## config.mk

```make
export PLATFORM = sky130hd
export DESIGN_NAME = instruction_fetch
export DESIGN_NICKNAME = d
export VERILOG_FILES = /design/src/rtl/instruction_fetch_pkg.sv /design/src/rtl/instruction_fetch.sv
export SDC_FILE = /design/constraint.sdc
export NUM_CORES = 1
export LEC_CHECK = 0
export CORE_MARGIN = 8
export CORE_UTILIZATION = 25
export CTS_CLUSTER_DIAMETER = 60
export DETAILED_ROUTE_END_ITERATION = 8
export SLEW_MARGIN = 20
export SYNTH_ARGS = -nofsm -noshare
export SYNTH_HDL_FRONTEND = slang
export SYNTH_SLANG_ARGS = --single-unit
```

## constraint.sdc

```tcl
create_clock -name clk -period 3.1 [get_ports clk]
set_clock_uncertainty 0.05 [all_clocks]
set_input_delay 0.31 -clock clk [delete_from_list [all_inputs] [get_ports clk]]
set_output_delay 0.31 -clock clk [all_outputs]
set_load 0.01 [all_outputs]
```

## src/rtl/instruction_fetch_pkg.sv

```systemverilog
// FetchPackage: shared types and constants for the instruction fetch stage.
//   FetchState_t      : fetch control state (running or parked on a fault)
//   INSTRUCTION_BYTES : PC increment per sequential fetch
package FetchPackage;

    typedef enum logic {
        FETCH_RUN   = 1'b0,
        FETCH_FAULT = 1'b1
    } FetchState_t;

    localparam logic [31:0] INSTRUCTION_BYTES = 32'd4;

endpackage

```

## src/rtl/instruction_fetch.sv

```systemverilog
// instruction_fetch: PC owner and IF/ID register with stall, flush and delay-slot redirects.
//   clk, rst (async, active-low)
//   stall, flush, redirectValid, redirectTarget : pipeline control from later stages
//   pcDataOutput     : instruction word from Memory at pcAddress
//   pcAddress        : PC register, no logic in between
//   instruction, instructionPC, instructionValid : IF/ID register
//   misalignedFault  : sticky, set when a misaligned target reaches the PC
module instruction_fetch
    import FetchPackage::*;
#(
    parameter logic [31:0] RESET_PC = 32'h0
) (
    input  logic        clk,
    input  logic        rst,
    input  logic        stall,
    input  logic        flush,
    input  logic        redirectValid,
    input  logic [31:0] redirectTarget,
    input  logic [31:0] pcDataOutput,
    output logic [31:0] pcAddress,
    output logic [31:0] instruction,
    output logic [31:0] instructionPC,
    output logic        instructionValid,
    output logic        misalignedFault
);

    FetchState_t state, stateNext;
    logic [31:0] pc, pcNext, pendTarget, pendTargetNext;
    logic [31:0] instrReg, instrRegNext, instrPcReg, instrPcRegNext;
    logic        pendValid, pendValidNext, validReg, validRegNext, faultReg, faultRegNext;
    logic        haveTarget, badTarget;
    logic [31:0] target;

    always_ff @(posedge clk or negedge rst) begin
        if (!rst) begin
            state      <= FETCH_RUN;
            pc         <= RESET_PC;
            pendValid  <= 1'b0;
            pendTarget <= 32'h0;
            instrReg   <= 32'h0;
            instrPcReg <= 32'h0;
            validReg   <= 1'b0;
            faultReg   <= 1'b0;
        end else begin
            state      <= stateNext;
            pc         <= pcNext;
            pendValid  <= pendValidNext;
            pendTarget <= pendTargetNext;
            instrReg   <= instrRegNext;
            instrPcReg <= instrPcRegNext;
            validReg   <= validRegNext;
            faultReg   <= faultRegNext;
        end
    end

    always_comb begin
        // A live redirect beats one parked during an earlier stall
        haveTarget     = redirectValid | pendValid;
        target         = redirectValid ? redirectTarget : pendTarget;
        badTarget      = haveTarget && (target[1:0] != 2'b00);
        stateNext      = state;
        pcNext         = pc;
        pendValidNext  = pendValid;
        pendTargetNext = pendTarget;
        instrRegNext   = instrReg;
        instrPcRegNext = instrPcReg;
        validRegNext   = validReg;
        faultRegNext   = faultReg;
        if (state == FETCH_FAULT) begin
            validRegNext = 1'b0;
        end else if (flush) begin
            validRegNext  = 1'b0;
            pendValidNext = 1'b0;
            if (badTarget) begin
                stateNext    = FETCH_FAULT;
                faultRegNext = 1'b1;
            end else if (haveTarget) begin
                pcNext = target;
            end
        end else if (stall) begin
            if (redirectValid) begin
                pendValidNext  = 1'b1;
                pendTargetNext = redirectTarget;
            end
        end else begin
            // The word latched here is the delay slot when a redirect applies
            instrRegNext   = pcDataOutput;
            instrPcRegNext = pc;
            validRegNext   = 1'b1;
            pendValidNext  = 1'b0;
            if (badTarget) begin
                stateNext    = FETCH_FAULT;
                faultRegNext = 1'b1;
            end else begin
                pcNext = haveTarget ? target : pc + INSTRUCTION_BYTES;
            end
        end
    end

    always_comb begin
        pcAddress        = pc;
        instruction      = instrReg;
        instructionPC    = instrPcReg;
        instructionValid = validReg;
        misalignedFault  = faultReg;
    end

endmodule

```

; ---- After elaboration in Yosys (flattened, before gate mapping)
; Cells that the tools add are included.
[totals]
regBits = 132
elab_cells = 45
output_inout_bits = 98
input_bits = 69
[classes]
eq_ne = 4
add_sub_neg = 1
n_reduce_logical = 7
n_bitwise = 5
mux = 20
[op_table]
columns = cell, n
row1 = $mux 32, 7
row2 = $add 32x3->32 const B, 1
row3 = $mux 1, 13
row4 = $ne 3x1->1 const B, 2
row5 = $reduce_and 3->1, 2
row6 = $ne 2x1->1 const B, 2
row7 = $not 1->1, 4
row8 = $reduce_and 2->1, 2
row9 = $reduce_and 4->1, 1
row10 = $reduce_bool 2->1, 1
row11 = $logic_and 1x1->1, 1
row12 = $or 1x1->1, 1

; ---- Longest topological paths before layout
[depth]
ltp_word = 7
ltp_mapped = 7

; ---- Least setup slack after synthesis
; No wires, ideal clock.
[synth_timing]
path_kind = flip-flop to flip-flop
from = register pc[10], in the netlist pcAddress[10]
to = register pc[31], in the netlist pcAddress[31]
setup_time_ns = 0.126
n_path_buf = 2
path_stages_with_launch = 7
path_slack_ns = 1.001
arrival_time_ns = 1.923
required_ns = 2.924
period_less_slack_ns = 2.099
path_cell_list = dfrtp_1 > clkbuf_2 > nand4_2 > or4_4 > buf_6 > o311a_1 > a221o_1
[synth_via]
elab_chain_cells = 5
[synth_lines]
columns = element, line
row1 = start: declaration, instruction_fetch.sv:28  ; logic [31:0] pc, pcNext, pendTarget, pendTargetNext;
row2 = start signal: assignment, instruction_fetch.sv:46  ; pc <= pcNext;
row3 = $add 32x3->32, instruction_fetch.sv:95  ; pcNext = haveTarget ? target : pc + INSTRUCTION_BYTES;
row4 = $mux 32, instruction_fetch.sv:95
row5 = $mux 32, instruction_fetch.sv:91  ; if (badTarget) begin
row6 = $mux 32, instruction_fetch.sv:80  ; end else if (stall) begin
row7 = $mux 32, instruction_fetch.sv:71  ; end else if (flush) begin
; No other way between the ends. The select of a mux whose other input is x is not followed.
; A chain may end at the register's enable or synchronous reset.

; ---- Final worst setup path
; Ends and elaborated chain as after synthesis.

==> insert_results.sql <==
INSERT INTO impl_metrics (metric_group, metric, value, unit) VALUES
('critical_path', 'timing.critical_path.cells', 'nand4_2 -> or4_4 -> o311a_1 -> a221o_1', ''),
('critical_path', 'timing_worst_setup_path_type', 'register to register', ''),
('yosys', 'synth.avg_cell_area', '12.1', 'µm²'),
('placement', 'gp_routability_congestion', '0.757', ''),
('floorplanning', 'die-width', '171', 'µm'),
('routing', 'drcViolationCount', '0', ''),
('routing', 'postRouteWirelength', '18100', 'µm'),
('critical_path', 'worstPathRequired', '3.35', 'ns'),
('floorplanning', 'design.portCount', '167', ''),
('yosys', 'synth.ff_latch_count', '132', ''),
('sta', 'worst-slew-pin-transition', '0.593', 'ns'),
('power_and_ir_drop', 'vdd_drop_max', '0.467', 'mV'),
('routing', 'dr_total_vias', '4664', ''),
('routing', 'vias_per_cell', '4.65', ''),
('power_and_ir_drop', 'power.density', '796', 'mW/mm²'),
('yosys', 'synth-main-ff-cell', 'sky130_fd_sc_hd__dfrtp_1', ''),
('yosys', 'synth.net_count', '567', ''),
('sta', 'rsz0062_at_grt', 'false', ''),
('placement', 'port_buffers', '166', ''),
('power_and_ir_drop', 'cellInternalPower', '4.98', 'mW'),
('layout', 'layout.cells.most_common_list', 'sky130_fd_sc_hd__clkdlybuf4s50_1, sky130_fd_sc_hd__dfrtp_1, sky130_fd_sc_hd__mux2_2', ''),
('floorplanning', 'dieHeight', '171', 'µm'),
('layout', 'mostFrequentLayoutCell', 'sky130_fd_sc_hd__clkdlybuf4s50_1', ''),
('global_route', 'maximum_number_of_pins_on_one_net_before_global_route_repair', '65', ''),
('routing', 'drt_pre_antenna_iters', '4', ''),
('sta', 'timing.final.hold_violations', '0', ''),
('sta', 'slew-limit-headroom', '60.5', '%'),
('critical_path', 'cp-start-kind', 'register', ''),
('outcome', 'run_status', 'complete, no violations', ''),
('yosys', 'postSynth.asyncResetShare', '100', '%'),
('layout', 'layout.nets', '735', ''),
('critical_path', 'timing.critical_path.slowest_cell_delay', '0.65', 'ns'),
('hold_path', 'type_of_the_most_critical_hold_path', 'input port to register', ''),
('sta', 'final-max-slew-violation-count', '0', ''),
('yosys', 'netlist_area', '0.00602', 'mm²'),
('placement', 'detailedPlacementHpwl', '13100', 'µm'),
('placement', 'placed_cells', '969', ''),
('power_and_ir_drop', 'fraction_of_power_spent_switching_nets', '28.8', '%'),
('clocking', 'tritoncts_num_sinks', '132', ''),
('clocking', 'ctsRootBufferMaster', 'sky130_fd_sc_hd__clkbuf_16', ''),
('floorplanning', 'fp.coreArea', '0.0240', 'mm²'),
('layout', 'num-fill-cells', '2419', ''),
('critical_path', 'slowest_stage', 'sky130_fd_sc_hd__or4_4', ''),
('yosys', 'synth_enable_flop_cells', '0', ''),
('critical_path', 'end_kind', 'register', ''),
('floorplanning', 'row_count', '57', ''),
('layout', 'synthToLayoutAreaGrowth', '45.7', '%'),
('global_route', 'groute.usage.overall', '12.4', '%'),
('flow_run', 'maxCapViolations', '0', ''),
('clocking', 'worst_setup_hold_path_clk_slew', '0.06', 'ns'),
('layout', 'final_cell_count_no_fill', '1002', ''),
('power_and_ir_drop', 'static_leak', '3.68', 'nW'),
('clocking', 'cts.path.max_buffers', '2', ''),
('global_route', 'grt_pass1_vias', '4846', ''),
('power_and_ir_drop', 'netSwitchingPower', '2.01', 'mW'),
('global_route', 'antenna_found_initial', '0', ''),
('sta', 'timing.setup.tns', '0', 'ns'),
('power_and_ir_drop', 'power.sequential.fraction', '38.5', '%'),
('critical_path', 'worst-path-max-fanout', '10', ''),
('power_and_ir_drop', 'combPwrFrac', '28.2', '%'),
('clocking', 'h-tree-depth', '4', ''),
('clocking', 'cts_post_setup_buffers_inserted', '0', ''),
('yosys', 'number_of_instances_in_the_synthesized_netlist', '497', ''),
('sta', 'finalCriticalPeriod', '2.24', 'ns'),
('routing', 'final_antenna_net_count', '0', ''),
('clocking', 'cts_tree', 'done', ''),
('routing', 'wl_per_cell', '18.0', 'µm'),
('sta', 'fin_crit_sh', '72.2', '%'),
('global_route', 'wire_length_of_the_first_global_routing_pass', '27900', 'µm'),
('global_route', 'overflow', '0', ''),
('sta', 'setup-violations-final', '0', '');
final cells by class:
class,count,area (µm²),area share (%)
Multi-Input combinational cell,329,2580,29.4
Timing Repair Buffer,180,1790,20.4
Sequential cell,132,3300,37.6
Clock inverter,9,198,2.25
Tap cell,324,405,4.62
Clock buffer,23,478,5.44
Inverter,5,18.8,0.214
cells by family after synthesis:
logic type                 count (synthesis)  share of synthesized area, %
AOI/OAI and AO/OA                        109                          11.3
adders and majority gates                  1                         0.208
DFF                                      132                          54.8
buffers and inverters                     36                          2.47
and+or+nand+nor                           96                          8.56
muxes                                    123                          22.6
path summary, 6_finish.rpt:
check / start / end / slack, ns / cells past startpoint
min reg2reg: misalignedFault / misalignedFault / 0.44 / 1
min in group asynchronous: rst / instructionPC[6] / 0.40 / 2
max reg2reg: pcAddress[10] / pcAddress[31] / 0.86 / 4
max in group asynchronous: rst / instruction[24] / 1.77 / 3
max: pcAddress[10] / pcAddress[31] / 0.86 / 4
min: redirectValid / pendValid / 0.33 / 3
critical path, delay by kind of cell (launching register included):
family / cells / cell delay, ns
AOI/OAI and AO/OA: 2 / 0.63
DFF: 1 / 0.54
and+or+nand+nor: 2 / 0.90
power groups by stage:
stage | Combinational [mW] | Clock, mW | Sequential (mW)
3_5_place_dp | 2.01 | 0 | 2.73
3_3_place_gp | 1.98 | 0 | 2.71
4_1_cts | 2.02 | 2.40 | 2.70
6_report | 1.97 | 2.33 | 2.69
2_1_floorplan | 0.686 | 0 | 2.77
5_1_grt | 2.13 | 2.47 | 2.78
registers in the layout (all words and copies together) (netlist names):
signal	flops
instructionPC	32
instruction	32
pcAddress	32
pendTarget	32
instructionValid	1
misalignedFault	1
pendValid	1
state	1
synth_stat cells (all sizes together) (4+ instances only):
library cell	count	area share [%]
nor3	9	1.0
mux2	105	20
o21ai	23	1.9
clkbuf	22	1.4
a311oi	5	0.73
buf	9	0.77
nand3	10	0.83
nand4	5	0.73
o31ai	5	0.62
mux2i	18	3.0
o22ai	12	1.2
nor2	18	1.1
a21oi	38	3.2
nand2	33	2.1
and4	4	0.58
dfrtp	132	55
inv	5	0.31
per-layer routing:
layer	up-vias	global-route usage [%]	wire length, µm
li1	2178	-	-
met1	2338	15.1	7610
met2	134	20.7	9050
met3	14	4.04	1210
met4	0	3.74	200
met5	-	0	0
through the flow:
stage / instance area, µm² / setup slack (ns) / total power, mW / util (%)
final: 8780 / 0.861 / 6.99 / 36.6
after global routing: 8780 / 0.760 / 7.38 / 36.6
after CTS: 8780 / 0.869 / 7.11 / 36.6
after detailed placement: 8090 / 0.654 / 4.73 / 33.8
after global placement: 8090 / 0.700 / 4.70 / 33.8
after floorplan: 6020 / 1.00 / 3.46 / -
repair_timing:
item,CTS,global route
hold endpoints to repair,55,0
hold buffers,1,0
resized for setup,0,0
(Power assumes the default switching activity.)
